## src/rtl/pixel_frame_streamer_pkg.sv

```systemverilog
`default_nettype none
// ============================================================================
// Package : cnn_stream_pkg
// Brief   : Shared FSM states, kernel codes and defaults for the pixel streamer.
// Rev     : 1.0
// ============================================================================
package cnn_stream_pkg;

  typedef enum logic [1:0] {
    ST_IDLE   = 2'd0,
    ST_STREAM = 2'd1,
    ST_DRAIN  = 2'd2
  } state_e;

  localparam logic [1:0] K3        = 2'b00;
  localparam logic [1:0] K5        = 2'b01;
  localparam logic [1:0] K7        = 2'b10;
  localparam logic [1:0] K_INVALID = 2'b11;

  localparam int DEFAULT_DEPTH    = 64;
  localparam int DEFAULT_PIPE_LAT = 4;

  function automatic logic kernel_valid(input logic [1:0] code);
    return (code != K_INVALID);
  endfunction

endpackage
`default_nettype wire

```

## src/rtl/pixel_frame_streamer_if.sv

```systemverilog
`default_nettype none
// ============================================================================
// Interface : pixel_frame_streamer_if
// Brief     : Host load/control, accelerator pixel path and result signals.
// Rev       : 1.0
// ============================================================================
interface pixel_frame_streamer_if #(
  parameter int AW = 6,
  parameter int CW = 7
);

  logic          wr_en;
  logic [AW-1:0] wr_addr;
  logic [7:0]    wr_data;
  logic          start;
  logic [1:0]    kernel_size_cfg;
  logic [7:0]    pixel_out;
  logic          pixel_valid;
  logic [1:0]    kernel_size;
  logic          detected;
  logic          busy;
  logic          done;
  logic          cfg_err;
  logic [CW-1:0] hit_count;
  logic [AW-1:0] first_hit_idx;
  logic          hit;

  // Host and accelerator side
  modport master (
    output wr_en, wr_addr, wr_data, start, kernel_size_cfg, detected,
    input  pixel_out, pixel_valid, kernel_size, busy, done, cfg_err,
           hit_count, first_hit_idx, hit
  );

  // Streamer side
  modport slave (
    input  wr_en, wr_addr, wr_data, start, kernel_size_cfg, detected,
    output pixel_out, pixel_valid, kernel_size, busy, done, cfg_err,
           hit_count, first_hit_idx, hit
  );

endinterface
`default_nettype wire

```

## src/rtl/pixel_frame_streamer_ram.sv

```systemverilog
`default_nettype none
// ============================================================================
// Module : pixel_frame_ram
// Brief  : DEPTHx8 frame buffer, one write port, one registered read port.
// Rev    : 1.0
// ============================================================================
module pixel_frame_ram #(
  parameter int DEPTH = 64,
  parameter int AW    = $clog2(DEPTH)
) (
  input  wire logic          clk,
  input  wire logic          wr_en_i,
  input  wire logic [AW-1:0] wr_addr_i,
  input  wire logic [7:0]    wr_data_i,
  input  wire logic          rd_en_i,
  input  wire logic [AW-1:0] rd_addr_i,
  output logic      [7:0]    rd_data_o
);

  logic [7:0] mem_q [DEPTH];
  logic [7:0] rd_data_q;

  // Contents are deliberately not reset so the array maps onto block RAM.
  always_ff @(posedge clk) begin
    if (wr_en_i) mem_q[wr_addr_i] <= wr_data_i;
    if (rd_en_i) rd_data_q <= mem_q[rd_addr_i];
  end

  assign rd_data_o = rd_data_q;

endmodule
`default_nettype wire

```

## src/rtl/pixel_frame_streamer.sv

```systemverilog
`default_nettype none
// ============================================================================
// Module : pixel_frame_streamer
// Brief  : Streams a buffered frame into the accelerator and scores detections.
//          STREAMER_FIRST_HIT_EN builds the hit / first_hit_idx tracking.
// Rev    : 1.0
// ============================================================================
module pixel_frame_streamer
  import cnn_stream_pkg::*;
#(
  parameter int DEPTH    = DEFAULT_DEPTH,
  parameter int PIPE_LAT = DEFAULT_PIPE_LAT,
  parameter int AW       = $clog2(DEPTH),
  parameter int CW       = $clog2(DEPTH + 1)
) (
  input wire logic         clk,
  input wire logic         reset,
  pixel_frame_streamer_if.slave bus
);

  localparam int               CYW      = $clog2(DEPTH + PIPE_LAT + 2);
  localparam logic [CYW-1:0]   WIN_LO   = CYW'(PIPE_LAT);
  localparam logic [CYW-1:0]   WIN_HI   = CYW'(DEPTH - 1 + PIPE_LAT);
  localparam logic [AW-1:0]    LAST_IDX = AW'(DEPTH - 1);

  state_e        state_q, state_d;
  logic [AW-1:0] idx_q, idx_d;
  logic [CYW-1:0] cyc_q, cyc_d;
  logic [1:0]    kernel_q, kernel_d;
  logic          pv_q, pv_d;
  logic          done_q, done_d;
  logic          cfg_err_q, cfg_err_d;
  logic [CW-1:0] hit_count_q, hit_count_d;

  logic          w_busy;
  logic          w_accept;
  logic          w_score;
  logic          w_rd_en;
  logic [7:0]    w_rd_data;

  assign w_busy   = (state_q != ST_IDLE);
  assign w_accept = (state_q == ST_IDLE) && bus.start && kernel_valid(bus.kernel_size_cfg);
  assign w_score  = w_busy && bus.detected && (cyc_q >= WIN_LO) && (cyc_q <= WIN_HI);
  assign w_rd_en  = (state_q == ST_STREAM);

  pixel_frame_ram #(
    .DEPTH (DEPTH),
    .AW    (AW)
  ) u_ram (
    .clk       (clk),
    .wr_en_i   (bus.wr_en && !w_busy),
    .wr_addr_i (bus.wr_addr),
    .wr_data_i (bus.wr_data),
    .rd_en_i   (w_rd_en),
    .rd_addr_i (idx_q),
    .rd_data_o (w_rd_data)
  );

  always_ff @(posedge clk or posedge reset) begin
    if (reset) begin
      state_q     <= ST_IDLE;
      idx_q       <= '0;
      cyc_q       <= '0;
      kernel_q    <= K3;
      pv_q        <= 1'b0;
      done_q      <= 1'b0;
      cfg_err_q   <= 1'b0;
      hit_count_q <= '0;
    end else begin
      state_q     <= state_d;
      idx_q       <= idx_d;
      cyc_q       <= cyc_d;
      kernel_q    <= kernel_d;
      pv_q        <= pv_d;
      done_q      <= done_d;
      cfg_err_q   <= cfg_err_d;
      hit_count_q <= hit_count_d;
    end
  end

  always_comb begin
    state_d     = state_q;
    idx_d       = idx_q;
    cyc_d       = cyc_q;
    kernel_d    = kernel_q;
    pv_d        = 1'b0;
    done_d      = 1'b0;
    cfg_err_d   = 1'b0;
    hit_count_d = hit_count_q;
    case (state_q)
      ST_IDLE: begin
        if (w_accept) begin
          kernel_d    = bus.kernel_size_cfg;
          idx_d       = '0;
          cyc_d       = '0;
          hit_count_d = '0;
          state_d     = ST_STREAM;
        end else if (bus.start) begin
          cfg_err_d = 1'b1;
        end
      end
      ST_STREAM: begin
        pv_d = 1'b0 | 1'b1;
        // cyc stays 0 through the first pixel_valid cycle
        if (pv_q) cyc_d = cyc_q + CYW'(1);
        if (idx_q == LAST_IDX) begin
          idx_d   = '0;
          state_d = ST_DRAIN;
        end else begin
          idx_d = idx_q + AW'(1);
        end
      end
      ST_DRAIN: begin
        cyc_d = cyc_q + CYW'(1);
        if (cyc_q == WIN_HI) begin
          done_d  = 1'b1;
          state_d = ST_IDLE;
        end
      end
      default: state_d = ST_IDLE;
    endcase
    if (w_score) hit_count_d = hit_count_q + CW'(1);
  end

`ifdef STREAMER_FIRST_HIT_EN
  logic          hit_q, hit_d;
  logic [AW-1:0] first_q, first_d;

  always_comb begin
    hit_d   = hit_q;
    first_d = first_q;
    if (w_accept) begin
      hit_d   = 1'b0;
      first_d = '0;
    end else if (w_score && !hit_q) begin
      hit_d   = 1'b1;
      first_d = AW'(cyc_q - WIN_LO);
    end
  end

  always_ff @(posedge clk or posedge reset) begin
    if (reset) begin
      hit_q   <= 1'b0;
      first_q <= '0;
    end else begin
      hit_q   <= hit_d;
      first_q <= first_d;
    end
  end

  assign bus.hit           = hit_q;
  assign bus.first_hit_idx = first_q;
`else
  assign bus.hit           = 1'b0;
  assign bus.first_hit_idx = '0;
`endif

  assign bus.pixel_out   = pv_q ? w_rd_data : 8'h00;
  assign bus.pixel_valid = pv_q;
  assign bus.kernel_size = kernel_q;
  assign bus.busy        = w_busy;
  assign bus.done        = done_q;
  assign bus.cfg_err     = cfg_err_q;
  assign bus.hit_count   = hit_count_q;

endmodule
`default_nettype wire
```

## src/flat_wrapper.sv

```systemverilog
// flat-port wrapper written by rule: the top's interface ports become plain ports
module pixel_frame_streamer_flat import cnn_stream_pkg::*;
#(
  parameter int DEPTH    = DEFAULT_DEPTH,
  parameter int PIPE_LAT = DEFAULT_PIPE_LAT,
  parameter int AW       = $clog2(DEPTH),
  parameter int CW       = $clog2(DEPTH + 1)
)
  (clk, reset, bus_wr_en, bus_wr_addr, bus_wr_data, bus_start, bus_kernel_size_cfg, bus_detected, bus_pixel_out, bus_pixel_valid, bus_kernel_size, bus_busy, bus_done, bus_cfg_err, bus_hit_count, bus_first_hit_idx, bus_hit);
  pixel_frame_streamer_if #(.AW(AW), .CW(CW)) bus_i ();
  input wire logic clk;
  input wire logic reset;
  input wire logic [$bits(bus_i.wr_en)-1:0] bus_wr_en;
  input wire logic [$bits(bus_i.wr_addr)-1:0] bus_wr_addr;
  input wire logic [$bits(bus_i.wr_data)-1:0] bus_wr_data;
  input wire logic [$bits(bus_i.start)-1:0] bus_start;
  input wire logic [$bits(bus_i.kernel_size_cfg)-1:0] bus_kernel_size_cfg;
  input wire logic [$bits(bus_i.detected)-1:0] bus_detected;
  output wire logic [$bits(bus_i.pixel_out)-1:0] bus_pixel_out;
  output wire logic [$bits(bus_i.pixel_valid)-1:0] bus_pixel_valid;
  output wire logic [$bits(bus_i.kernel_size)-1:0] bus_kernel_size;
  output wire logic [$bits(bus_i.busy)-1:0] bus_busy;
  output wire logic [$bits(bus_i.done)-1:0] bus_done;
  output wire logic [$bits(bus_i.cfg_err)-1:0] bus_cfg_err;
  output wire logic [$bits(bus_i.hit_count)-1:0] bus_hit_count;
  output wire logic [$bits(bus_i.first_hit_idx)-1:0] bus_first_hit_idx;
  output wire logic [$bits(bus_i.hit)-1:0] bus_hit;
  assign bus_i.wr_en = bus_wr_en;
  assign bus_i.wr_addr = bus_wr_addr;
  assign bus_i.wr_data = bus_wr_data;
  assign bus_i.start = bus_start;
  assign bus_i.kernel_size_cfg = bus_kernel_size_cfg;
  assign bus_i.detected = bus_detected;
  assign bus_pixel_out = bus_i.pixel_out;
  assign bus_pixel_valid = bus_i.pixel_valid;
  assign bus_kernel_size = bus_i.kernel_size;
  assign bus_busy = bus_i.busy;
  assign bus_done = bus_i.done;
  assign bus_cfg_err = bus_i.cfg_err;
  assign bus_hit_count = bus_i.hit_count;
  assign bus_first_hit_idx = bus_i.first_hit_idx;
  assign bus_hit = bus_i.hit;
  pixel_frame_streamer #(.DEPTH(DEPTH), .PIPE_LAT(PIPE_LAT), .AW(AW), .CW(CW)) u_core (.clk(clk), .reset(reset), .bus(bus_i));
endmodule
```

## config.mk

```make
export PLATFORM = sky130hd
export DESIGN_NAME = pixel_frame_streamer_flat
export DESIGN_NICKNAME = d
export VERILOG_FILES = /design/src/rtl/pixel_frame_streamer_pkg.sv /design/src/rtl/pixel_frame_streamer_if.sv /design/src/rtl/pixel_frame_streamer_ram.sv /design/src/rtl/pixel_frame_streamer.sv /design/src/flat_wrapper.sv
export SDC_FILE = /design/constraint.sdc
export NUM_CORES = 1
export LEC_CHECK = 0
export ABC_CLOCK_PERIOD_IN_PS = 5000
export CAP_MARGIN = 0
export CORE_ASPECT_RATIO = 0.75
export CORE_MARGIN = 2
export CORE_UTILIZATION = 35
export DETAILED_ROUTE_END_ITERATION = 16
export PLACE_DENSITY = 0.61
export SETUP_SLACK_MARGIN = 0.15
export SLEW_MARGIN = 20
export SYNTH_ARGS = -nofsm -noshare
export SYNTH_HDL_FRONTEND = slang
export SYNTH_SLANG_ARGS = --single-unit
```

## constraint.sdc

```tcl
create_clock -name clk -period 5 [get_ports clk]
set_clock_uncertainty 0.05 [all_clocks]
set_input_delay 1 -clock clk [delete_from_list [all_inputs] [get_ports clk]]
set_output_delay 1 -clock clk [all_outputs]
set_load 0.005 [all_outputs]
```

==> metrics.md <==
| Metric | Value |
|---|---|
| Pins Over Slew Limit | 0 |
| Syn. warnings | 0 |
| DP HPWL | 32610 µm |
| Antenna violations before repair | 0 |
| Fin cells | 2003 |
| First-pass GRT wire length | 74890 µm |
| Hold Slack | 0.4693 ns |
| Clock Latency Late Sink | 0.59 ns |
| Cell total after placement | 1907 |
| Post-CTS Repair Setup Buffers | 0 |
| Dominant synthesized flop cell | edfxtp_1 |
| Largest net degree at the start of global routing | 65 |
| Min-delay src | u_core.bus.kernel_size[1] |
| Power density over cell area | 473.7 nW/µm² |
| Highest Clock Rate | 0.2985 GHz |
| Wire length per cell | 25.64 µm |
| Final core utilization | 0.3988 |
| Post-synthesis mux area share | 0.1484 |
| Critical path startpoint | u_core.idx_q[0] |
| Layout area overhead | 13.27% |
| Placer congestion estimate | 0.8744 |
| Antenna-violating nets left | 0 |
| Die height | 219.7 µm |
| Clock transition at the registers of the reported paths | 0.06 ns |
| Initial core utilization | 0.3521 |
| Vias in the first global route | 10620 |
| Count of final hold-check violations | 0 |
| Drc violations | 0 |
| Layout cells sized above 1 | 0.2045 |
| Final net count | 1180 |
| WP data arrival | 3.59 ns |
| Rows | 79 |
| Part of the power in combinational logic | 0.195 |
| Crit path time final | 3.350 ns |
| Complex-gate fraction of the synthesized area | 0.03106 |
| Top cell type's share of synthesized area | 0.7191 |
| Crit Path Class | reg2reg |
| Core box area | 61680 µm² |
| Hold Path Class | reg2reg |
| Grt total ovfl | 0 |
| Root buf cell | clkbuf_16 |
| Worst slew pin tran | 1.012 ns |
| Register area share after synthesis | 0.7502 |
| Vias | 10940 |
| Area contributors post-synth | edfxtp_1 72%, mux4_2 13%, dfrtp_1 3.1% |
| Status | complete, no violations |
| Hold Buf Count CTS | 0 |
| Fin Setup TNS | 0 ns |
| ANT cells | 0 |
| Cells after Synth | 1095 |
| Synth Area in XOR/XNOR | 0.0008067 |
| Max clock buf depth | 3 |
| Via/cell ratio | 5.459 |
| Psw | 3171 µW |
| Sw Share | 0.2721 |
| Main combinational cell family by area after synthesis | multiplexers |
| Synth Area in Adders | 0.005186 |
| Die W | 291.6 µm |
| Initial DRT Pass Iterations | 7 |
| Critical path data required time | 5.24 ns |
| LEAKAGE | 0.007571 µW |
| Io pins | 49 |
| FFs w/ async S/R, synth | 0.04936 |
| Flops & latches, synth | 547 |
| Worst Setup Start Kind | flip-flop |
| Top cell type by total area after synthesis | edfxtp_1 |
| DRT iter0 DRCs | 1302 |
| Crit share post-route | 0.6701 |
| CTS buffer count | 51 |
| Post-synth EDFFs | 520 |
| Syn avg cell area | 19.83 µm² |
| Unrepaired setup endpoints after global routing | false |
| Clock Power Share | 0.342 |
| Flop pwr share | 0.464 |
| Peak VDD IR | 0.0002409 V |
| Synth unique cells | 51 |
| Internal | 8481 µW |
| Final WL | 51370 µm |
| Overall routing resource usage | 0.1600 |
| Cell Area, Synth | 21710 µm² |
| R2R Path Start | u_core.idx_q[0] |
| Slew margin rel. | 0.3234 |
| IO buf count | 41 |
| Final setup viols | 0 |
| CTS tree | built |
| Die ar. | 64070 µm² |
| FILL cells | 5462 |
| Max Fanout on Critical Path | 49 |
| Max-cap check violation count | 0 |
| CTS HTree Levels | 2 |
| Synth Area in Simple Gates | 0.04471 |
| CP Capture Type | flip-flop |
| CTS Sinks | 547 |
| Resized Gates After CTS | 0 |
==> through the flow <==
stage	total power, µW	instance area [µm²]	worst slack [ns]
6_report	11650	24600	1.650
3_3_place_gp	7740	22890	1.240
2_1_floorplan	6981	21740	2.380
5_1_grt	12080	24600	1.463
3_5_place_dp	7764	22890	1.179
4_1_cts	11710	24590	1.588
==> per-layer routing <==
metal,global-route usage,part of all wire,vias to the layer above
li1,-,-,4573
met1,0.2587,0.48,5739
met2,0.2160,0.41,564
met3,0.03883,0.10,59
met4,0.03144,0.014,0
met5,0,0,-
==> layout by cell type, fill, tap and decap left out, drive strengths merged, types with 6 or more instances in the layout <==
master         count
and2              11
a21oi              7
a22o               7
mux4             123
mux2i             31
bufinv             8
conb               7
clkbuf            59
a22oi             26
mux2              12
o21ai             20
clkinv            20
ha                 9
edfxtp           520
nor2b              6
buf               23
nand3             19
nor4               6
and3              12
clkdlybuf4s50     33
dfrtp             27
nor2              89
nor3              11
inv               14
nand2             37
a221oi             6
==> cell usage after synthesis, drive strengths merged, types with 2 or more instances <==
cell type,number
nand3,19
or3,2
mux2i,31
a221oi,6
mux2,12
ha,9
mux4,123
nor2b,6
edfxtp,520
buf,41
nand2b,4
nand2,37
a31oi,5
xnor2,2
inv,10
dfrtp,27
nand3b,3
o21a,2
nor2,89
o21ai,20
a22oi,26
a21oi,7
and3,12
o31ai,4
clkbuf,19
a22o,7
nor4,6
a32oi,5
a221o,3
or2,3
a21o,2
nor3,11
and2,11
==> worst max-delay path: stages (launching register included) <==
cell and delay, ns:
dfrtp_4 1.02, buf_12 0.36, mux4_2 0.60, a22oi_1 0.23, nand2_1 0.17, a32oi_1 0.36
nor3_1 0.20
==> power by group through the flow <==
stage | Sequential, µW | Combinational (µW) | Clock [µW]
after global routing | 5440 | 2420 | 4220
after detailed placement | 5510 | 2250 | 0
after CTS | 5410 | 2260 | 4030
after floorplan | 5270 | 1710 | 0
after global placement | 5510 | 2230 | 0
final | 5400 | 2270 | 3980
==> state kept, by name, summed over array words and instances (netlist names) <==
signal / flops
u_core.u_ram.rd_data_o: 8
u_core.bus.kernel_size: 2
u_core.u_ram.mem_q: 512
u_core.bus.hit_count: 7
u_core.state_q: 2
u_core.bus.done: 1
u_core.bus.cfg_err: 1
u_core.idx_q: 6
u_core.bus.pixel_valid: 1
u_core.cyc_q: 7
==> kinds of logic after synthesis <==
| kind of cell | count (synthesis) |
|---|---|
| adders and majority gates | 9 |
| xor gates and xnor gates | 2 |
| other | 1 |
| buffers and inverters | 70 |
| and+or+nand+nor | 206 |
| AOI/OAI and AO/OA | 94 |
| DFF | 547 |
| muxes | 166 |
==> cell type report <==
cell class,instances,area (µm²),share of cell area
clock buffers,59,1306,0.05311
clock inverters,37,396.6,0.01613
inverters,10,37.54,0.001526
multi-input cells,484,5025,0.2043
flip-flops and latches,547,16300,0.6628
well taps,810,1013,0.04120
repair buffers,56,515.5,0.02096
==> final timing paths <==
kind	cells after the start	endpoint	slack [ns]
max	6	u_core.u_ram.rd_data_o[5]	1.65
min	2	u_core.bus.kernel_size[1]	0.47
max reg2reg	6	u_core.u_ram.rd_data_o[5]	1.65
min reg2reg	2	u_core.bus.kernel_size[1]	0.47
max in group asynchronous	2	u_core.idx_q[0]	3.68
min in group asynchronous	2	u_core.bus.done	0.75
No activity file was read; power rests on OpenSTA's default activity.
